[src/rtl/span_pkg.sv]
// Shared types and defaults for the SPAN margin sequencer slice.
package span_pkg;

  localparam int unsigned DATA_W_DEF = 16;

  // Sequencer states: one GO/WAIT pair per engine, then SUM and a terminal DONE/ERROR.
  typedef enum logic [3:0] {
    ST_IDLE,
    ST_SCAN_GO,
    ST_SCAN_WAIT,
    ST_SPR_GO,
    ST_SPR_WAIT,
    ST_CRS_GO,
    ST_CRS_WAIT,
    ST_SUM,
    ST_DONE,
    ST_ERROR
  } seq_state_t;

  // Stage codes reported on err_stage.
  typedef enum logic [1:0] {
    STG_NONE   = 2'd0,
    STG_SCAN   = 2'd1,
    STG_SPREAD = 2'd2,
    STG_CROSS  = 2'd3
  } stage_t;

endpackage

[src/rtl/span_stage_timer.sv]
// Per-stage wait timer: cleared on each engine start, counts wait cycles,
// flags expire when the count reaches TIMEOUT_CYC-1.
module span_stage_timer #(
  parameter int unsigned TIMEOUT_CYC = 1023,
  localparam int unsigned CNT_W = $clog2(TIMEOUT_CYC + 1)
) (
  input  logic clk,
  input  logic reset,
  input  logic clear,
  input  logic enable,
  output logic expire
);

  localparam logic [CNT_W-1:0] LIMIT = CNT_W'(TIMEOUT_CYC - 1);

  logic [CNT_W-1:0] count;

  // Counter: clear wins over enable; holds once at the limit.
  always_ff @(posedge clk or posedge reset) begin
    if (reset) begin
      count <= '0;
    end else if (clear) begin
      count <= '0;
    end else if (enable && !expire) begin
      count <= count + 1'b1;
    end
  end

  // Expiry decode.
  always_comb begin
    expire = (count == LIMIT);
  end

endmodule

[src/rtl/span_margin_sequencer.sv]
// Sequences scanning-risk, intermonth-spread and cross-commodity engines,
// then forms the saturated initial margin.
module span_margin_sequencer
  import span_pkg::*;
#(
  parameter int unsigned DATA_W      = DATA_W_DEF,
  parameter int unsigned TIMEOUT_CYC = 1023
) (
  input  logic              clk,
  input  logic              reset,
  input  logic              cmd_start,
  input  logic              cmd_abort,
  output logic              scan_start,
  input  logic              scan_done,
  input  logic [DATA_W-1:0] scan_risk,
  output logic              spread_start,
  input  logic              spread_done,
  input  logic [DATA_W-1:0] tsc,
  output logic              cross_start,
  input  logic              cross_done,
  input  logic [DATA_W-1:0] cross_charge,
  output logic              busy,
  output logic [DATA_W-1:0] margin,
  output logic              margin_valid,
  output logic              err,
  output logic [1:0]        err_stage
);

  seq_state_t        state, state_nx;
  stage_t            err_stage_r;
  logic [DATA_W-1:0] scan_r, tsc_r, cross_r;
  logic [DATA_W+1:0] sum_full;
  logic [DATA_W-1:0] sum_sat;
  logic              in_go, in_wait, cur_done, tmr_expire;
  logic              abort_hit, accept;
  stage_t            cur_stage;

  span_stage_timer #(
    .TIMEOUT_CYC(TIMEOUT_CYC)
  ) u_timer (
    .clk    (clk),
    .reset  (reset),
    .clear  (in_go),
    .enable (in_wait && !cur_done),
    .expire (tmr_expire)
  );

  // Decode the engine currently being waited on.
  always_comb begin
    in_go     = 1'b0;
    in_wait   = 1'b0;
    cur_done  = 1'b0;
    cur_stage = STG_NONE;
    case (state)
      ST_SCAN_GO, ST_SPR_GO, ST_CRS_GO: in_go = 1'b1;
      ST_SCAN_WAIT: begin
        in_wait   = 1'b1;
        cur_done  = scan_done;
        cur_stage = STG_SCAN;
      end
      ST_SPR_WAIT: begin
        in_wait   = 1'b1;
        cur_done  = spread_done;
        cur_stage = STG_SPREAD;
      end
      ST_CRS_WAIT: begin
        in_wait   = 1'b1;
        cur_done  = cross_done;
        cur_stage = STG_CROSS;
      end
      default: ;
    endcase
    abort_hit = cmd_abort && (state != ST_IDLE);
    accept    = !abort_hit && cmd_start &&
                (state == ST_IDLE || state == ST_DONE || state == ST_ERROR);
  end

  // State register.
  always_ff @(posedge clk or posedge reset) begin
    if (reset) begin
      state <= ST_IDLE;
    end else begin
      state <= state_nx;
    end
  end

  // Next-state logic; abort overrides both start and done.
  always_comb begin
    state_nx = state;
    if (abort_hit) begin
      state_nx = ST_IDLE;
    end else begin
      case (state)
        ST_IDLE, ST_DONE, ST_ERROR: if (cmd_start) state_nx = ST_SCAN_GO;
        ST_SCAN_GO:   state_nx = ST_SCAN_WAIT;
        ST_SCAN_WAIT: if (scan_done)   state_nx = ST_SPR_GO;
                      else if (tmr_expire) state_nx = ST_ERROR;
        ST_SPR_GO:    state_nx = ST_SPR_WAIT;
        ST_SPR_WAIT:  if (spread_done) state_nx = ST_CRS_GO;
                      else if (tmr_expire) state_nx = ST_ERROR;
        ST_CRS_GO:    state_nx = ST_CRS_WAIT;
        ST_CRS_WAIT:  if (cross_done)  state_nx = ST_SUM;
                      else if (tmr_expire) state_nx = ST_ERROR;
        ST_SUM:       state_nx = ST_DONE;
        default:      state_nx = ST_IDLE;
      endcase
    end
  end

  // State-decoded outputs; starts are one cycle wide because each GO lasts one cycle.
  always_comb begin
    scan_start   = (state == ST_SCAN_GO);
    spread_start = (state == ST_SPR_GO);
    cross_start  = (state == ST_CRS_GO);
    busy         = (state != ST_IDLE) && (state != ST_DONE) && (state != ST_ERROR);
    margin_valid = (state == ST_DONE);
    err          = (state == ST_ERROR);
    err_stage    = err_stage_r;
  end

  // Saturating three-way sum with two guard bits.
  always_comb begin
    sum_full = {2'b00, scan_r} + {2'b00, tsc_r} + {2'b00, cross_r};
    sum_sat  = (|sum_full[DATA_W+1:DATA_W]) ? '1 : sum_full[DATA_W-1:0];
  end

  // Operand latches, error stage and margin result.
  always_ff @(posedge clk or posedge reset) begin
    if (reset) begin
      scan_r      <= '0;
      tsc_r       <= '0;
      cross_r     <= '0;
      margin      <= '0;
      err_stage_r <= STG_NONE;
    end else if (abort_hit) begin
      err_stage_r <= STG_NONE;
    end else if (accept) begin
      scan_r      <= '0;
      tsc_r       <= '0;
      cross_r     <= '0;
      err_stage_r <= STG_NONE;
    end else if (in_wait && cur_done) begin
      case (state)
        ST_SCAN_WAIT: scan_r  <= scan_risk;
        ST_SPR_WAIT:  tsc_r   <= tsc;
        ST_CRS_WAIT:  cross_r <= cross_charge;
        default: ;
      endcase
    end else if (in_wait && tmr_expire) begin
      err_stage_r <= cur_stage;
    end else if (state == ST_SUM) begin
      margin <= sum_sat;
    end
  end

endmodule

[config.mk]
export PLATFORM = sky130hd
export DESIGN_NAME = span_margin_sequencer
export DESIGN_NICKNAME = d
export VERILOG_FILES = /design/src/rtl/span_pkg.sv /design/src/rtl/span_stage_timer.sv /design/src/rtl/span_margin_sequencer.sv
export SDC_FILE = /design/constraint.sdc
export NUM_CORES = 1
export LEC_CHECK = 0
export BUFFER_PORTS_ARGS = -buffer_cell sky130_fd_sc_hd__buf_2
export CAP_MARGIN = 5
export CORE_MARGIN = 10
export CORE_UTILIZATION = 40
export CTS_BUF_LIST = sky130_fd_sc_hd__clkbuf_16
export DETAILED_ROUTE_END_ITERATION = 12
export GPL_TIMING_DRIVEN = 0
export PLACE_DENSITY_LB_ADDON = 0.08
export RECOVER_POWER = 50
export SYNTH_ARGS = -nofsm -noshare
export SYNTH_HDL_FRONTEND = slang
export SYNTH_HIERARCHICAL = 1
export SYNTH_SLANG_ARGS = --single-unit
[constraint.sdc]
create_clock -name clk -period 3.2 [get_ports clk]
set_input_delay 0.16 -clock clk [delete_from_list [all_inputs] [get_ports clk]]
set_output_delay 0.16 -clock clk [all_outputs]
set_load 0.02 [all_outputs]
==> impl_metrics.tcl <==
set metrics [dict create \
    start_util 0.406 \
    rsz0062_at_grt "no" \
    path_class "flip-flop to flip-flop" \
    drtAntennaViolNets 0 \
    grt_pass1_wl_um 21400 \
    place.gp.congestion 0.820 \
    start_kind "flip-flop" \
    drc 0 \
    finalCritPeriodShare 0.942 \
    ctsRootBufferMaster "clkbuf_16" \
    clk_latency_ns 0.35 \
    timing_hold_violations_final 0 \
    synthCells 549 \
    hpwl_um 10300 \
    antenna_cells 0 \
    avgViaCountPerCell 5.34 \
    async_reset_ff_frac 1.00 \
    cts.sinks 80 \
    min_path_cells 3 \
    overflow 0 \
    area_delta_synth_final_pct 17.8 \
    dp_cells 774 \
    min_path_type "input port to flip-flop" \
    postCtsSetupRepairBufs 0 \
    synth-edff-count 0 \
    fill_cells 1207 \
    ff2ff_setup_slack_ns 0.18 \
    p_per_area_nw_per_um2 1200 \
    rows 40 \
    holdPathEnd "scan_r[8]" \
    fmax_ghz 0.332 \
    core_sq_um 12000 \
    worstPathArrival_ns 3.23 \
    relSlewSlack 0.0223 \
    tns_ns 0 \
    cts.clk_slew.worst_paths_ns 0.06 \
    period_needed_ns 3.02 \
    synth_flop_cell "dfrtp_1" \
    setup_viol 0 \
    reg2reg_depth 9 \
    drt_wl_total_um 13100 \
    timing.final.ws_setup_ns 0.185 \
    hold_start "scan_risk[8]" \
    crit_required_ns 3.41 \
    status "completed" \
    dieArea_sq_um 17000 \
    vias 4225 \
    post-place-ws_ns 0.191 \
    grt_pass1_vias 4236 \
    num-nets-final 728 \
    port_buffers 77 \
    ys_types 63 \
    final_layout_size_suffix_gt1_frac 0.163 \
    antenna_found_initial 0 \
    yosys_register_bits 80 \
    synth_area_per_cell_sq_um 8.85 \
    timing.rr.start "scan_r[4]" \
    grt_max_degree 58 \
    syn-num-nets 638 \
    dpl-instance-area_sq_um 5460 \
    fin_area_sq_um 5720 \
    p_leak_nw 2.73 \
    wl_per_cell_um 16.6 \
    drv_cap 0 \
    fp.dieW_um 130 \
    die_h_um 130 \
    grt_use_total 0.160 \
    syn-cell-area_sq_um 4860 \
    cts_tree "yes" \
    critPathMaxFanout 10 \
    first_pass_iters 5 \
    seq_area_frac_synth 0.412 \
    cts_buffers 9 \
    yosysWarnings 6 \
    post-route-util 0.478 \
    fin_skew_ns 0.0117 \
    h-tree-depth 3 \
    cts_buffer_depth 2 \
    r2r_end "margin[11]" \
    worst_pin_slew_ns 1.47 \
    slew_violations 0 \
    end_kind "flip-flop" \
    drtIter0Drc 262 \
    boundaryPins 79 \
    instances_no_fill 791 \
    ir_drop_v 0.000424 \
]
## registers in the layout (all words and copies together) (netlist names)
signal and cells:
u_timer/count 10, tsc_r 16, margin 16, state 4
scan_r 16, err_stage 2, cross_r 16
## synth_stat cells (3+ instances only)
library cell    n  share of area
buf_4           3         0.0046
xor2_1          5         0.0090
a21oi_1        27          0.028
o211ai_1        3         0.0046
nor2_1         34          0.026
a41oi_1         4         0.0072
and2_1          4         0.0052
fa_1           17          0.070
nand3_1        25          0.026
and3_1          7         0.0090
nand2_1       113          0.087
buf_2           4         0.0041
o31a_1          3         0.0054
xnor2_1         6          0.011
clkbuf_1       21          0.016
nand4_1         7         0.0090
ha_1           17          0.044
o21ai_0        42          0.043
dfrtp_1        80           0.41
nor3_1         10          0.010
a31oi_1        16          0.021
a211oi_1        6         0.0093
nand2b_1        3         0.0039
nand4b_1        3         0.0054
mux2i_1         3         0.0062
nor2b_1         4         0.0052
inv_1          35          0.027
## per-layer routing
layer / global-route usage / up-vias / share of wire
li1: - / 2092 / -
met1: 0.220 / 2020 / 0.47
met2: 0.246 / 99 / 0.46
met3: 0.0316 / 14 / 0.055
met4: 0.0556 / 0 / 0.013
met5: 0 / - / 0
## logic make-up (layout without fill, tap and decap cells)
kind of cell,count (synthesis),in the layout,share of synthesized area
simple gates,226,226,0.222
compound gates,127,127,0.166
flops,80,80,0.412
buf+inv,67,162,0.0569
fa+ha+maj,34,34,0.114
xor+xnor,11,11,0.0198
mux,4,4,0.00850
## cells in the final DEF, fill, tap and decap left out, types with 3 or more instances in the layout
cell       synthesis  routed
nand2_1          113     113
dfrtp_1           80      80
buf_2              4      69
o21ai_0           42      42
inv_1             35      36
nor2_1            34      34
clkbuf_1          21      33
a21oi_1           27      27
nand3_1           25      25
fa_1              17      17
ha_1              17      17
a31oi_1           16      16
nor3_1            10      10
clkbuf_16          0       9
nand4_1            7       7
and3_1             7       7
xnor2_1            6       6
a211oi_1           6       5
xor2_1             5       5
and2_1             4       4
nor2b_1            4       4
a41oi_1            4       4
nand2b_1           3       3
nand4b_1           3       3
buf_4              3       3
mux2i_1            3       3
o31a_1             3       3
o211ai_1           3       3
## timing repair
item / in CTS / in global routing
resized for setup: 0 / 1
endpoints found under the hold margin: 23 / 0
hold buffers: 1 / 0
endpoints found under the setup margin: 0 / 8
## power by group
group	internal (mW)	leakage, nW	switching, mW
registers	1.40	1.01	0.255
clock network	0.598	0.152	0.412
logic	1.52	1.56	2.65
## critical path, cell delays in order (launching register included)
cell     delay [ns]
dfrtp_1        0.42
fa_1           0.49
ha_1           0.38
a21o_1         0.21
a21oi_4        0.21
nand4_2        0.18
and3_4         0.22
nor4_4         0.48
buf_6          0.21
a31oi_1        0.09
## how the worst max path moves through the flow
stage | cells after the start | slack [ns] | end | startpoint
finish | 9 | 0.18 | margin[11] | scan_r[4]
global route | 8 | 0.004 | margin[14] | scan_r[11]
CTS | 10 | 0.17 | margin[11] | scan_r[1]
detailed placement | 9 | 0.19 | margin[14] | scan_r[4]
global placement | 10 | 0.21 | margin[11] | scan_r[1]
floorplan | 11 | 0.49 | margin[14] | scan_r[13]
## stage by stage
stage	hold WS, ns	power [mW]
floorplan	0.000178	4.66
global placement	0.178	5.82
detailed placement	0.104	5.88
CTS	0.0218	6.92
global route	0.0509	7.53
finish	0.0355	6.84
## area by class of cell
type | count | area, sq um | area share
buffer | 32 | 145 | 0.0254
sequential | 80 | 2000 | 0.350
multi-input combinational | 402 | 2580 | 0.451
clock inverter | 7 | 65.1 | 0.0114
tap | 147 | 184 | 0.0321
inverter | 35 | 133 | 0.0232
timing repair buffer | 79 | 385 | 0.0673
clock buffer | 9 | 225 | 0.0394
Power figures use the tool's default switching activity.
